### config.mk
export PLATFORM = sky130hd
export DESIGN_NAME = display_scan_mux
export DESIGN_NICKNAME = d
export VERILOG_FILES = /design/src/rtl/display_pkg.sv /design/src/rtl/seg_scan.sv /design/src/rtl/display_scan_mux.sv
export SDC_FILE = /design/constraint.sdc
export NUM_CORES = 1
export LEC_CHECK = 0
export CORE_UTILIZATION = 23
export CTS_CLUSTER_SIZE = 25
export DETAILED_ROUTE_END_ITERATION = 12
export GPL_ROUTABILITY_DRIVEN = 0
export HOLD_SLACK_MARGIN = 0.05
export PLACE_DENSITY_LB_ADDON = 0.08
export SLEW_MARGIN = 15
export SYNTH_ARGS = -nofsm -noshare
export SYNTH_HDL_FRONTEND = slang
export SYNTH_SLANG_ARGS = --single-unit
export TNS_END_PERCENT = 50
### constraint.sdc
create_clock -name clk -period 2.2 [get_ports clk]
set_input_delay 0.44 -clock clk [delete_from_list [all_inputs] [get_ports clk]]
set_output_delay 0.44 -clock clk [all_outputs]
set_load 0.03 [all_outputs]
### src/rtl/display_pkg.sv
// Shared constants and helpers for the display channel scanner and its digit refresher.
package display_pkg;

  typedef enum logic {
    MANUAL = 1'b0,
    AUTO   = 1'b1
  } mode_e;

  localparam int unsigned DEFAULT_AUTO_DIV    = 50_000_000;
  localparam int unsigned DEFAULT_REFRESH_DIV = 100_000;

  // Increment an index that wraps from last back to zero.
  function automatic int unsigned wrap_inc(input int unsigned cur, input int unsigned last);
    return (cur == last) ? 0 : cur + 1;
  endfunction

endpackage

### src/rtl/seg_scan.sv
// Time-multiplexed 7-segment digit refresher: walks one active-low digit enable
// across the word and presents the matching nibble, both registered together.
module seg_scan
  import display_pkg::*;
#(
  parameter int WIDTH       = 16,
  parameter int REFRESH_DIV = DEFAULT_REFRESH_DIV
) (
  input  logic               clk,
  input  logic               reset,
  input  logic [WIDTH-1:0]   data,
  output logic [WIDTH/4-1:0] an,
  output logic [3:0]         hex
);

  localparam int DIGITS = WIDTH / 4;
  localparam int SW     = (REFRESH_DIV > 1) ? $clog2(REFRESH_DIV) : 1;
  localparam int IW     = (DIGITS > 1) ? $clog2(DIGITS) : 1;

  logic [SW-1:0] slot;
  logic [IW-1:0] idx;
  logic          slot_end;

  assign slot_end = (slot == SW'(REFRESH_DIV - 1));

  // Refresh keeps running regardless of the channel freeze; only reset stops it.
  always_ff @(posedge clk) begin
    if (reset) begin
      slot <= '0;
      idx  <= '0;
      an   <= ~DIGITS'(1);
      hex  <= 4'h0;
    end else begin
      slot <= slot_end ? '0 : slot + 1'b1;
      if (slot_end) begin
        idx <= IW'(wrap_inc(32'(idx), DIGITS - 1));
      end
      an  <= ~(DIGITS'(1) << idx);
      hex <= data[32'(idx)*4 +: 4];
    end
  end

endmodule

### src/rtl/display_scan_mux.sv
// Selects one of several channel words for display, stepped by button or auto-scan,
// with a freeze that holds the shown word while digit refresh continues.
module display_scan_mux
  import display_pkg::*;
#(
  parameter int CHANNELS    = 4,
  parameter int WIDTH       = 16,
  parameter int AUTO_DIV    = DEFAULT_AUTO_DIV,
  parameter int REFRESH_DIV = DEFAULT_REFRESH_DIV
) (
  input  logic                        clk,
  input  logic                        reset,
  input  logic [CHANNELS*WIDTH-1:0]   ch_data,
  input  logic                        step,
  input  logic                        auto_mode,
  input  logic                        freeze,
  output logic [WIDTH-1:0]            disp_data,
  output logic [$clog2(CHANNELS)-1:0] disp_ch,
  output logic [WIDTH/4-1:0]          an,
  output logic [3:0]                  hex
);

  localparam int CW = $clog2(CHANNELS);
  localparam int AW = $clog2(AUTO_DIV);

  if (WIDTH % 4 != 0) begin : g_bad_width
    $error("display_scan_mux: WIDTH must be a multiple of 4");
  end
  if (CHANNELS < 2 || CHANNELS > 16) begin : g_bad_channels
    $error("display_scan_mux: CHANNELS must be in 2..16");
  end
  if (AUTO_DIV < 2) begin : g_bad_auto_div
    $error("display_scan_mux: AUTO_DIV must be at least 2");
  end
  if (REFRESH_DIV < 1) begin : g_bad_refresh_div
    $error("display_scan_mux: REFRESH_DIV must be at least 1");
  end

  mode_e            mode;
  logic             step_q;
  logic             step_edge;
  logic             auto_end;
  logic             advance;
  logic [AW-1:0]    auto_cnt;
  logic [WIDTH-1:0] sel_word;

  assign mode = mode_e'(auto_mode);

  always_comb begin
    step_edge = step & ~step_q;
    auto_end  = (mode == AUTO) && (auto_cnt == AW'(AUTO_DIV - 1));
    advance   = step_edge | auto_end;
    sel_word  = ch_data[32'(disp_ch)*WIDTH +: WIDTH];
  end

  // A step edge and an auto terminal count landing together still move one channel.
  always_ff @(posedge clk) begin
    if (reset) begin
      step_q    <= 1'b0;
      disp_ch   <= '0;
      disp_data <= '0;
      auto_cnt  <= '0;
    end else begin
      step_q <= step;
      if (!freeze) begin
        disp_data <= sel_word;
        if (advance) begin
          disp_ch <= CW'(wrap_inc(32'(disp_ch), CHANNELS - 1));
        end
        if (mode == MANUAL || advance) begin
          auto_cnt <= '0;
        end else begin
          auto_cnt <= auto_cnt + 1'b1;
        end
      end
    end
  end

  seg_scan #(
    .WIDTH       (WIDTH),
    .REFRESH_DIV (REFRESH_DIV)
  ) u_seg_scan (
    .clk   (clk),
    .reset (reset),
    .data  (disp_data),
    .an    (an),
    .hex   (hex)
  );

endmodule

# Word level (Yosys, flattened, before mapping)
# Index checks and enable logic that the tools add are counted.
# W data, S select, Z words.
classes:
  add_sub_neg: 4
  bitwise: 6
  n_eq_ne: 4
  n_reduce_logical: 4
  muxes: 3
  n_shift: 3
op_table:
  columns: ["op", "count"]
  rows:
  - ["$shiftx A64 B7 Y16", 1]
  - ["$add A26 B1 Y26 const B", 1]
  - ["$eq A26 B26 Y1 const B", 1]
  - ["$mux W26", 1]
  - ["$add A17 B1 Y17 const B", 1]
  - ["$eq A17 B17 Y1 const B", 1]
  - ["$shiftx A16 B5 Y4", 1]
  - ["$add A2 B1 Y2 const B", 2]
  - ["$eq A2 B2 Y1 const B", 2]
  - ["$mux W2", 2]
  - ["$not A4 Y4", 1]
  - ["$shl A1 B2 Y4 const A", 1]
  - ["$not A1 Y1", 3]
  - ["$reduce_and A2 Y1", 1]
  - ["$reduce_or A2 Y1", 1]
  - ["$and A1 B1 Y1", 1]
  - ["$logic_and A1 B1 Y1", 1]
  - ["$logic_or A1 B1 Y1", 1]
  - ["$or A1 B1 Y1", 1]
totals:
  ff_bits: 72
  output_inout_bits: 26

# Logic depth before layout (Yosys ltp)
logic_depth:
  word_depth: 5
  mapped_depth: 8
  ltp_nobuf: 5

# By module
# From an unflattened synthesis, not the netlist that was laid out.
unflattened:
  cells_unflattened: 378
  hier_area_um2: 3757.4
modules_own_cells:
  columns: ["mod", "area_each_um2", "cells_per_inst", "n_inst"]
  rows:
  - ["display_scan_mux", 2536.2, 248, 1]
  - ["seg_scan", 1221.2, 130, 1]

# Worst setup path after synthesis
# Ideal clock, no wire load.
synth_path:
  path_type: "input port to flip-flop"
  from: "in freeze"
  to: "reg auto_cnt[25]"
  t_required_ns: 2.114
  setup_slack_ns: 0.217
  arrival_ns: 1.897
  path_stages: 6
  n_path_buf: 2
  cell_sequence: "buf_2 > and4b_1 > clkbuf_1 > nand4_2 > or4_1 > a211oi_1"
synth_rtl:
  columns: ["element", "line", "text"]
  rows:
  - ["from (decl)", "display_scan_mux.sv:16", "input logic freeze,"]
  - ["to (signal assigned)", "display_scan_mux.sv:73", "auto_cnt <= auto_cnt + 1'b1;"]
  - ["to (decl)", "display_scan_mux.sv:44", "logic [AW-1:0] auto_cnt;"]

# Worst setup path after layout
layout_path:
  from: "reg auto_cnt[13]"
  to: "reg auto_cnt[23]"
layout_via:
  elab_chain_cells: 5
  word_cells_on_any_way: 6
  classes_between: "add/sub: 1; eq/ne: 1; mux: 1; bitwise: 1; reduce/logical: 2"
layout_lines:
  columns: ["element", "line", "text"]
  rows:
  - ["branches (longest 4 deep; another with $add A26 B1 Y26)", null, null]
  - ["$mux W26 *", "display_scan_mux.sv:70", "if (mode == MANUAL || advance) begin"]
# Every way passes the cells marked *.
# A chain may end at the register's enable or synchronous reset.

==> flow_metrics.env <==
export IMPL_ys_dominant_reg_cell="dfxtp_1"
export IMPL_synth_edff_count=0
export IMPL_grt_max_degree=36
export IMPL_layout_cells_non_filler=693
export IMPL_grt_pass1_wl_um=16900
export IMPL_status="completed"
export IMPL_relSlewSlack_pct=69.2
export IMPL_die_x_um=129
export IMPL_ant_nets=0
export IMPL_viasPerCell=4.58
export IMPL_antenna_found_initial=0
export IMPL_hold_end="u_seg_scan.slot[0]"
export IMPL_switching_power_mw=0.766
export IMPL_cpPeakStageDelay_ps=600
export IMPL_synth_seq_cells=72
export IMPL_syn_num_nets=450
export IMPL_final_nets=548
export IMPL_cts_sinks=72
export IMPL_ir_worst_vdd_uv=342
export IMPL_worstReg2RegEnd="auto_cnt[23]"
export IMPL_crit_start="auto_cnt[13]"
export IMPL_grt_ovfl_total=0
export IMPL_fin_skew_ps=9.00
export IMPL_power_density_nw_per_um2=619
export IMPL_seqPwrFrac_pct=41.9
export IMPL_cts_tree="done"
export IMPL_hold_class="reg -> reg"
export IMPL_htree_levels=3
export IMPL_drv_cap=0
export IMPL_regToRegStartpoint="auto_cnt[13]"
export IMPL_dp_hpwl_um=7540
export IMPL_die_height_um=129
export IMPL_grt_usage_pct=13.3
export IMPL_setup_viol=0
export IMPL_cts_hold_buf=0
export IMPL_worst_pin_slew_ps=461
export IMPL_cp_required_ps=2450
export IMPL_num_vias=3176
export IMPL_coreArea_um2=15800
export IMPL_post_cts_buffers=0
export IMPL_worstPathCellList="nand3_2 -> or4_4 -> or4_1 -> a211oi_2"
export IMPL_n_antenna_cell=0
export IMPL_yosysUniqueCellTypes=45
export IMPL_top_level_ports=95
export IMPL_area_growth_pct=42.0
export IMPL_syn_area_um2=3700
export IMPL_final_core_util_pct=33.2
export IMPL_grt_pass1_vias=3261
export IMPL_power_frac_comb_pct=13.1
export IMPL_p_clk_share_pct=45.0
export IMPL_dp_cells=677
export IMPL_hold_viol_final=0
export IMPL_first_pass_iters=4
export IMPL_placed_area_um2=4960
export IMPL_swShare_pct=23.5
export IMPL_fin_area_um2=5260
export IMPL_hold_start="u_seg_scan.slot[0]"
export IMPL_synth_warnings=0
export IMPL_root_buffer="clkbuf_16"
export IMPL_critPathBufInv=0
export IMPL_intPower_mw=2.49
export IMPL_route_detailed_drc=0
export IMPL_whs_path_depth=1
export IMPL_period_needed_ps=1960
export IMPL_crit_slowest_cell="or4_4"
export IMPL_io_buffer_count=94
export IMPL_wirelength_um=10100
export IMPL_final_cell_mix="clkdlybuf4s50_1, dfxtp_1, nor2_1"
export IMPL_r2r_slack_ps=240
export IMPL_clock_path_buffers=2
export IMPL_worstPathMaxFanout=12
export IMPL_path_class="reg -> reg"
export IMPL_netlist_instances=374
export IMPL_worstRegToRegCells=4
export IMPL_start_util_pct=23.4
export IMPL_seq_area_frac_synth_pct=38.9
export IMPL_synth_async_reset_ratio_pct=0
export IMPL_critical_path_top_delay_family="simple AND/OR/NAND/NOR gates"
export IMPL_critPathCaptureType="register"
export IMPL_syn_area_per_cell_um2=9.91
export IMPL_num_rows=46
export IMPL_nFillCells=1630
export IMPL_crit_path_start_kind="register"
export IMPL_p_leak_nw=1.79
export IMPL_path_clk_slew_ps=60
export IMPL_insertion_delay_ps=340
export IMPL_layout_commonest_cell="clkdlybuf4s50_1"
export IMPL_avgRoutedWirePerCell_um=14.5
export IMPL_dieArea_um2=16600
export IMPL_cts_resized=0
export IMPL_clock_fmax_mhz=509
export IMPL_first_iter_violations=89
export IMPL_arrival_ps=2220
export IMPL_drive_gt1_share_pct=15.3
export IMPL_report_final_slew_viol_count=0
export IMPL_min_period_over_period_pct=89.3
export IMPL_rsz0062_at_grt="no"
export IMPL_cts_inserted_buffers=9
## sequential cells by signal (all words and copies together), names as in the netlist
register and count:
disp_data 16, auto_cnt 26, disp_ch 2, u_seg_scan.idx 2
u_seg_scan.slot 17, u_seg_scan.an 4, u_seg_scan.hex 4, step_q 1
## worst register-to-register path, stage by stage, from the launching register on
cell	delay [ps]
dfxtp_1	400
nand3_2	140
or4_4	610
or4_1	520
a211oi_2	230
## worst max path at each step
stage,end,slack [ps],cells past startpoint
final,auto_cnt[23],240,4
after floorplan,auto_cnt[25],220,6
after CTS,auto_cnt[23],220,4
after detailed placement,auto_cnt[22],-50,5
after global routing,auto_cnt[18],90,5
after global placement,auto_cnt[25],-50,5
## metal layers
metal	global-route usage [%]	up-vias	part of all wire [%]
li1	-	1575	-
met1	15.4	1526	44
met2	23.1	66	50
met3	4.37	9	5.1
met4	4.15	0	0.96
met5	0	-	0
## metrics by stage
step | power [mW] | TNS, ps | hold WS (ps) | setup WS (ps)
after floorplan | 1.61 | 0 | 430 | 217
after global placement | 1.83 | -45.0 | 448 | -45.0
after detailed placement | 1.83 | -181 | 457 | -47.9
after CTS | 3.33 | 0 | 471 | 222
after global routing | 3.43 | 0 | 508 | 90.4
final | 3.26 | 0 | 463 | 236
## power groups by stage
stage | Sequential [mW] | Combinational, mW | Clock, mW
CTS | 1.37 | 0.436 | 1.53
global route | 1.37 | 0.463 | 1.59
floorplan | 1.44 | 0.163 | 0
global placement | 1.39 | 0.434 | 0
detailed placement | 1.39 | 0.435 | 0
finish | 1.36 | 0.427 | 1.47
## logic make-up after synthesis
| group | count (synthesis) | synth area share (%) |
|---|---|---|
| mux | 40 | 17.6 |
| xor+xnor | 20 | 4.73 |
| buf+inv | 37 | 4.12 |
| compound gates | 42 | 7.97 |
| simple gates | 156 | 24.3 |
| fa+ha+maj | 7 | 2.36 |
| flops | 72 | 38.9 |
## synth_stat cells, types with 2 or more instances
library cell | number | area [um2]
dfxtp_1 | 72 | 1440
nor2_1 | 38 | 143
mux4_2 | 20 | 450
clkbuf_1 | 19 | 71.3
mux2i_1 | 19 | 190
nand3_1 | 14 | 70.1
nand2_1 | 12 | 45.0
nand4_1 | 12 | 75.1
a211oi_1 | 11 | 82.6
inv_1 | 11 | 41.3
xor2_1 | 11 | 96.3
nor2b_1 | 9 | 56.3
nor3_1 | 9 | 45.0
o21ai_0 | 9 | 45.0
or3_1 | 9 | 56.3
xnor2_1 | 9 | 78.8
o31ai_1 | 8 | 60.1
or4_1 | 8 | 60.1
ha_1 | 7 | 87.6
nand2b_1 | 7 | 43.8
and4_1 | 6 | 52.6
or2_2 | 6 | 37.5
a21oi_1 | 5 | 25.0
buf_2 | 5 | 25.0
nor4b_1 | 5 | 43.8
nor4_1 | 4 | 25.0
a211oi_2 | 3 | 37.5
and3_1 | 3 | 18.8
and4b_1 | 3 | 30.0
and2_1 | 2 | 12.5
nor4bb_1 | 2 | 20.0
o21bai_1 | 2 | 15.0
or3_2 | 2 | 15.0
## cell type report
type / instances / area (um2) / share of cell area (%)
timing repair buffer: 113 / 1090 / 20.8
tap: 216 / 270 / 5.14
multi-input combinational: 265 / 2120 / 40.2
inverter: 11 / 41.3 / 0.785
clock buffer: 10 / 239 / 4.54
sequential: 72 / 1440 / 27.4
clock inverter: 6 / 58.8 / 1.12
Note: power is estimated with default switching activity, not from simulation.
